## config.mk

```make
export PLATFORM = sky130hd
export DESIGN_NAME = pipeline_run_ctrl
export DESIGN_NICKNAME = d
export VERILOG_FILES = /design/src/rtl/pipeline_run_ctrl.sv
export SDC_FILE = /design/constraint.sdc
export NUM_CORES = 1
export LEC_CHECK = 0
export CAP_MARGIN = 20
export CORE_ASPECT_RATIO = 1.2
export CORE_MARGIN = 2
export CORE_UTILIZATION = 35
export DETAILED_ROUTE_END_ITERATION = 8
export GPL_TIMING_DRIVEN = 0
export PLACE_DENSITY_LB_ADDON = 0.12
export SLEW_MARGIN = 20
export SYNTH_ARGS = -nofsm -noshare
export SYNTH_HDL_FRONTEND = slang
export SYNTH_SLANG_ARGS = --single-unit
```

## constraint.sdc

```tcl
create_clock -name clk -period 2.4 [get_ports clk]
set_input_delay 0.48 -clock clk [delete_from_list [all_inputs] [get_ports clk]]
set_output_delay 0.48 -clock clk [all_outputs]
set_load 0.01 [all_outputs]
```

## src/rtl/pipeline_run_ctrl.sv

```systemverilog
// Run controller for the 4-stage pipeline: owns pc, imem write port and run/drain sequencing.
// Optional single-step run mode enabled by defining PIPE_CTRL_STEP_EN.
module pipeline_run_ctrl #(
    parameter int unsigned IMEM_DEPTH   = 16,
    parameter int unsigned RUN_LEN      = 16,
    parameter int unsigned DRAIN_CYCLES = 3,
    localparam int unsigned AW          = $clog2(IMEM_DEPTH)
) (
    input  logic          clk,
    input  logic          rst_n,
    input  logic          start,
    input  logic          halt_req,
`ifdef PIPE_CTRL_STEP_EN
    input  logic          step,
`endif
    input  logic          load_valid,
    input  logic [AW-1:0] load_addr,
    input  logic [7:0]    load_data,
    output logic          load_ready,
    output logic          imem_we,
    output logic [AW-1:0] imem_waddr,
    output logic [7:0]    imem_wdata,
    output logic [AW-1:0] pc,
    output logic          fetch_valid,
    output logic          pipe_en,
    output logic          flush,
    output logic          busy,
    output logic          done,
    output logic [7:0]    issued_cnt
);

    localparam int unsigned CW = 8;
    localparam int unsigned DW = 4;

    typedef enum logic [2:0] {
        IDLE  = 3'd0,
        CLEAR = 3'd1,
        RUN   = 3'd2,
        DRAIN = 3'd3,
        DONE  = 3'd4
    } state_e;

    state_e        state;
    state_e        next_state;
    logic [CW-1:0] run_cnt;
    logic [DW-1:0] drain_cnt;
    logic [CW-1:0] run_last;
    logic          launch_c;
    logic          load_acc_c;

    // Effective last run-counter value; a single-step run stops after the first fetch
`ifdef PIPE_CTRL_STEP_EN
    logic step_mode;

    always_ff @(posedge clk or negedge rst_n) begin
        if (!rst_n) begin
            step_mode <= 1'b0;
        end else if (launch_c) begin
            step_mode <= ~start;
        end
    end

    assign run_last = step_mode ? '0 : CW'(RUN_LEN - 1);
`else
    assign run_last = CW'(RUN_LEN - 1);
`endif

    assign launch_c   = ((state == IDLE) || (state == DONE)) && (next_state == CLEAR);
    assign load_acc_c = load_valid && load_ready;

    always_ff @(posedge clk or negedge rst_n) begin
        if (!rst_n) begin
            state <= IDLE;
        end else begin
            state <= next_state;
        end
    end

    always_comb begin
        next_state = state;
        case (state)
            IDLE, DONE: begin
                if (start) begin
                    next_state = CLEAR;
                end
`ifdef PIPE_CTRL_STEP_EN
                else if (step) begin
                    next_state = CLEAR;
                end
`endif
            end
            CLEAR: next_state = RUN;
            RUN: begin
                if (halt_req || (run_cnt == run_last)) begin
                    next_state = DRAIN;
                end
            end
            DRAIN: begin
                if (drain_cnt == DW'(DRAIN_CYCLES - 1)) begin
                    next_state = DONE;
                end
            end
            default: next_state = IDLE;
        endcase
    end

    // Control outputs are registered copies of the state decode
    always_ff @(posedge clk or negedge rst_n) begin
        if (!rst_n) begin
            flush       <= 1'b0;
            pipe_en     <= 1'b0;
            fetch_valid <= 1'b0;
            busy        <= 1'b0;
            done        <= 1'b0;
            load_ready  <= 1'b1;
        end else begin
            flush       <= (next_state == CLEAR);
            pipe_en     <= (next_state == CLEAR) || (next_state == RUN) || (next_state == DRAIN);
            fetch_valid <= (next_state == RUN);
            busy        <= (next_state == CLEAR) || (next_state == RUN) || (next_state == DRAIN);
            done        <= (next_state == DONE);
            load_ready  <= (next_state == IDLE) || (next_state == DONE);
        end
    end

    // Counters are zeroed on the edge into CLEAR so CLEAR already shows a clean run
    always_ff @(posedge clk or negedge rst_n) begin
        if (!rst_n) begin
            pc         <= '0;
            issued_cnt <= '0;
            run_cnt    <= '0;
            drain_cnt  <= '0;
        end else if (launch_c) begin
            pc         <= '0;
            issued_cnt <= '0;
            run_cnt    <= '0;
            drain_cnt  <= '0;
        end else if (state == RUN) begin
            pc      <= pc + AW'(1);
            run_cnt <= run_cnt + CW'(1);
            if (issued_cnt != '1) begin
                issued_cnt <= issued_cnt + CW'(1);
            end
        end else if (state == DRAIN) begin
            drain_cnt <= drain_cnt + DW'(1);
        end
    end

    // Accepted load beat becomes a one-cycle registered write
    always_ff @(posedge clk or negedge rst_n) begin
        if (!rst_n) begin
            imem_we    <= 1'b0;
            imem_waddr <= '0;
            imem_wdata <= '0;
        end else begin
            imem_we <= load_acc_c;
            if (load_acc_c) begin
                imem_waddr <= load_addr;
                imem_wdata <= load_data;
            end
        end
    end

endmodule

```

==> impl_results.md, run 1 <==
* Status: completed
* Crit path launch type: flop
* #FFs+latches synth at between 40 and 50
* Wirelength per Cell at 12.9 microns
* Critical Path Start: load_ready
* Layout cells sized above 1 at 0.158
* Number of H-tree levels at 2
* Max rail drop VDD at about 0.47 mV
* Post-synth EDFFs at 0
* CP max-delay cell: dfstp_2
* Design Power at 0.00351 W
* First-pass GRT wire length at 6.97 mm
* Pre-CTS setup slack at 349 ps
* Antenna Cells at 0
* Post-synthesis net count at 200
* I/O Buffers at 47
* CTS sink count at 45
* Hpwl dp at roughly 3 mm
* Arr. time, crit path at 1360 ps
* Gpl congestion at 0.749
* CP cell instances: clkdlybuf4s50_1
* Design area at 0.00276 sq mm
* GRT Total Usage at 0.138
* Asr flop ratio synth at 1.00
* DIE HEIGHT at slightly below 90 microns
* Largest net degree at the start of global routing at 31
* CTS resizes at 0
* Critical path class: flop to primary output
* Worst r2r path cells at 6
* CP max stage delay at 540 ps
* Final Worst Setup Slack at 563 ps
* Leakage Power at 1.21 nW
* Pre-antenna DRT Iters at 5
* Worst clock skew at 5.51 ps
* Mapped Cells at 178
* Synth cell types at 41
* Clock transition at path regs at 90 ps
* Critical path fanouts, max at 2
* RSZ-0062 raised after global routing: no
* Final hold vios at 0
* Total stage count of the critical path at 1
* CTS tree: built
* Hold Crit Class: input port to async pin
* R2r startpoint: drain_cnt[0]
* Std-Cell Rows at 30
* Area grow syn2layout at 32.5%
* Commonest non-fill, non-tap cell in the layout: clkdlybuf4s50_1
* CTS buffer count at 5
* Least-Margin Pin Slew at 527 ps
* Fin nets at between 200 and 300
* Cell Area, Synth at 0.00208 sq mm
* Initial antenna violation count at 0
* Post-CTS Setup Bufs at 0
* CP Capture Type: primary output
* DR WL met2 at 2.00 mm
* Routed wl met3 at 197 microns
* CP bufs+invs at 1
* I/O pins at 48
* R2r setup slk at 620 ps
* Most frequent cells in the layout: clkdlybuf4s50_1, dfrtp_1, nor2_1
* Slew Limit Headroom at 0.648
* Detailed Route Iter0 Violations at 65
* Die ar. at about 0.0066 sq mm
* Clock latency on the worst-skew pair at 290 ps
* CP required at roughly 1900 ps
* Core Area at 0.00571 sq mm
* Synth Warn # at 0
* Hold_ws at 106 ps
* Total Routed Length at roughly 4.1 mm
* Final Max Tran Viols at 0
* Vias per cell at 4.78
* Avg Inst Size Synth at 11.7 sq um
* Routed length on met1 at 1.81 mm
* Min Clock Period, post-route at 1840 ps
* Final Cycle Share at 0.765
* Final Util at 0.483
* Max_cap viols at 0
* DRC viols at 0
* Crit path capture: load_ready
* Reg2reg end: busy
* Register area share after synthesis at 0.542
* Vias at 1501
* Synth Flop Type: dfrtp_1
* Area after DPL at 0.00267 sq mm
* Top sig layer: met4
* DRT antenna net count at 0
* PD cells at 1270 mW/mm^2
* Max Freq at about 540 MHz
* Vias in the first global route at 1536
* # setup viols final at 0
* Initial Utilization at 0.364
* CTS Root Cell: clkbuf_8
* Cts hold-fix bufs at 0
* Die X-Extent at 74.4 microns
* GRT overflow at 0
* Cell family with most CP delay: flip-flops
* Max clock buf depth at 2
-- registers in the layout, indices dropped and copies added (netlist names), 3 cells and up --
signal and count:
drain_cnt 4, issued_cnt 8, state 3, run_cnt 8
pc 4, imem_wdata 8, imem_waddr 4
-- Yosys cell counts, types with 3 or more instances --
master | instances | share of area
xnor2_1 | 4 | 0.017
mux2_2 | 12 | 0.065
and3_1 | 3 | 0.0090
nand2_1 | 7 | 0.013
dfrtp_1 | 44 | 0.53
xor2_1 | 7 | 0.029
nand4_1 | 7 | 0.021
a211oi_1 | 3 | 0.011
and4_2 | 3 | 0.014
nor3_1 | 5 | 0.012
nor2_1 | 24 | 0.043
buf_6 | 4 | 0.022
ha_1 | 5 | 0.030
and2_1 | 3 | 0.0090
a21oi_1 | 6 | 0.014
inv_1 | 6 | 0.011
mux2i_1 | 3 | 0.014
-- cell families after synthesis --
logic type / count (synthesis) / synth area share
compound gates: 20 / 0.0704
xor+xnor: 11 / 0.0463
fa+ha+maj: 5 / 0.0301
buf+inv: 15 / 0.0499
flops: 45 / 0.542
mux: 15 / 0.0794
simple gates: 67 / 0.182
-- metal layers --
metal	vias up	global-route usage
met5	-	0
met4	0	0.0487
met3	4	0.0364
met2	35	0.234
met1	725	0.168
li1	737	-
-- how the worst min path moves through the flow --
| stage | slack (ps) | from | to |
|---|---|---|---|
| after detailed placement | 430 | rst_n | busy |
| after global placement | 490 | imem_wdata[4] | imem_wdata[4] |
| final | 110 | rst_n | run_cnt[1] |
| after global routing | 110 | rst_n | run_cnt[1] |
| after floorplan | 180 | rst_n | busy |
| after CTS | 100 | rst_n | run_cnt[1] |
-- power breakdown --
part           leakage, nW  internal, W  switching (W)
Combinational        0.613     0.000936       0.000720
Sequential           0.557      0.00110       0.000281
Clock               0.0445     0.000207       0.000264
-- per-stage QoR --
| stage | TNS [ps] | cells |
|---|---|---|
| final | 0 | 314 |
| after global placement | -17950 | 305 |
| after global routing | 0 | 314 |
| after floorplan | 0 | 178 |
| after CTS | 0 | 314 |
| after detailed placement | 0 | 306 |
-- area by class of cell --
cell class | instances | area (sq um)
fill | 560 | 2950
sequential | 45 | 1130
multi-input combinational | 118 | 848
timing repair buffer | 48 | 485
tap | 80 | 100
buffer | 9 | 81.3
clock buffer | 5 | 68.8
inverter | 6 | 22.5
clock inverter | 3 | 21.3
Note: power is estimated with default switching activity, not from simulation.
==> run 2, diff against run 1 <==
Clock period 2.4 ns to 1.7 ns, I/O delays scaled along.
==> impl_results.md, run 2 (same netlist as run 1, synthesis figures left out) <==
* Fin nets at 257 (+0.78%)
* Final Worst Setup Slack at 58.3 ps (-505 ps)
* Final Max Tran Viols at 0 (unchanged)
* Critical path fanouts, max at 4 (+2)
* GRT overflow at 0 (unchanged)
* Vias at 1503 (+0.13%)
* Hpwl dp at 2.99 mm (unchanged)
* Pre-CTS setup slack at -211 ps (-560 ps)
* Final Util at 0.489 (+0.00614)
* Critical path class: flop to primary output
* Total Routed Length at 4.12 mm (+1.6%)
* Max rail drop VDD at 0.687 mV (+45%)
* Wirelength per Cell at 13.0 microns (+0.91%)
* Commonest non-fill, non-tap cell in the layout: clkdlybuf4s50_1
* GRT Total Usage at 0.138 (+0.000406)
* Leakage Power at 1.23 nW (+1.2%)
* Die X-Extent at 74.4 microns (unchanged)
* Design Power at 0.00501 W (+43%)
* First-pass GRT wire length at 7.00 mm (+0.49%)
* Number of H-tree levels at 2 (unchanged)
* R2r setup slk at 130 ps (-490 ps)
* Crit path launch type: flop
* Min Clock Period, post-route at 1640 ps
* Std-Cell Rows at 30 (unchanged)
* Vias in the first global route at 1535 (-0.065%)
* Grt met3 use at 0.0364 (unchanged)
* CP cell instances: clkdlybuf4s50_1
* I/O Buffers at 47 (unchanged)
* DRT antenna net count at 0 (unchanged)
* DRC viols at 0 (unchanged)
* Max Freq at just over 600 MHz
* Area of the multi-input gates at 860 sq um (+1.3%)
* Antenna Cells at 0 (unchanged)
* Hold_ws at 502 ps (+396 ps)
* CP Capture Type: primary output
* CTS Root Cell: clkbuf_8
* FILL cells at 560 (unchanged)
* Clock latency on the worst-skew pair at 290 ps (about the same)
* I/O pins at 48 (unchanged)
* Gr busiest metal: met2
* Initial antenna violation count at 0 (unchanged)
* Largest net degree at the start of global routing at 31 (unchanged)
* CTS sink count at 45 (unchanged)
* RSZ-0062 raised after global routing: no
* Clock transition at path regs at 90 ps (about the same)
* Status: completed
* Worst clock skew at 6.41 ps (+0.906 ps)
* Slew Limit Headroom at 0.648 (about the same)
* CP max-delay cell: clkdlybuf4s50_1
* Most frequent cells in the layout: clkdlybuf4s50_1, dfrtp_1, nor2_1
* Vias per cell at 4.76 (-0.50%)
* M2 GR Usage at 0.235 (+0.000805)
* Register area at 0.00113 sq mm (+0.56%)
* Max clock buf depth at 2 (unchanged)
* Die ar. at 0.00658 sq mm (unchanged)
* Gpl congestion at 0.749 (unchanged)
* CTS buffer count at 5 (unchanged)
* Area grow syn2layout at 34.2%
* Pre-antenna DRT Iters at 4 (-1)
* Least-Margin Pin Slew at 527 ps (-0.0113 ps)
* CP max stage delay at 580 ps (+40 ps)
* CP bufs+invs at 1 (unchanged)
* CTS tree: built
* Cell family with most CP delay: buffers and inverters
* Arr. time, crit path at 1300 ps (-60 ps)
* Core Area at 0.00571 sq mm (unchanged)
* Met1 Use GR at 0.169 (+0.000480)
* Layout cells sized above 1 at 0.191 (+0.0326)
* Initial Utilization at 0.364 (unchanged)
* CP required at 1360 ps (-560 ps)
* Final hold vios at 0 (unchanged)
* DIE HEIGHT at 88.4 microns (unchanged)
* Hold Crit Class: input port to async pin
* PD cells at 1800 mW/mm^2 (+41%)
* Largest regs: imem_wdata: 8 flops, issued_cnt: 8 flops, run_cnt: 8 flops
* Max_cap viols at 0 (unchanged)
* Final Cycle Share at 0.966
* # setup viols final at 0 (unchanged)
* Detailed Route Iter0 Violations at 60 (-7.7%)
==> run 2: changes by cell type in the layout (fill, tap and decap cells not counted), sizes merged <==
cell and delta:
buf +1, dlygate4sd2 +1, clkdlybuf4s50 -1, dlygate4sd3 +1
==> run 2: what timing repair did <==
action	CTS	global route
buffers inserted	0	1
setup endpoints to repair	5	12
hold buffers	1	0
endpoints found under the hold margin	15	0
gates resized for setup	3	8
==> run 2: power by group <==
part           internal, W  leakage, nW  switching, W
clock network     0.000292       0.0445      0.000374
logic              0.00134        0.633       0.00102
registers          0.00157        0.551      0.000410
total              0.00320         1.23       0.00181
==> run 2: stage by stage <==
stage	TNS, ps	cells	area [sq um]
final	0	316	2790
after global routing	0	316	2790
after CTS	0	315	2770
after detailed placement	-3460	306	2670
after global placement	-46780	305	2650
after floorplan	0	178	2080
==> run 2: area by class of cell <==
| type | instances | area share |
|---|---|---|
| sequential | 45 | 0.406 |
| multi-input combinational | 118 | 0.308 |
| timing repair buffer | 50 | 0.180 |
| tap | 80 | 0.0359 |
| buffer | 9 | 0.0296 |
| inverter | 6 | 0.00807 |
| clock inverter | 3 | 0.00762 |
| clock buffer | 5 | 0.0247 |
==> run 2: final timing paths <==
check	startpoint	cells past startpoint	end
setup / recovery	pc[0]	1	pc[0]
hold / removal	rst_n	2	run_cnt[1]
setup reg to reg	drain_cnt[0]	6	busy
hold reg to reg	imem_wdata[0]	1	imem_wdata[0]
max in group asynchronous	rst_n	3	load_ready
min in group clk	imem_wdata[0]	1	imem_wdata[0]
==> run 2: layer usage <==
layer  part of all wire  vias to the layer above  wire length (microns)
met5                  0                        -                      0
met4              0.013                        0                     53
met3              0.048                        4                    196
met2               0.49                       35                   2020
met1               0.45                      725                   1850
li1                   -                      739                      -
==> run 2: worst reg2reg max path, cell delays in order (launching register included) <==
cell,delay [ps]
dfrtp_1,430
inv_1,70
ha_1,150
nor3b_4,250
nor3_1,90
a211o_1,330
nand2b_1,160
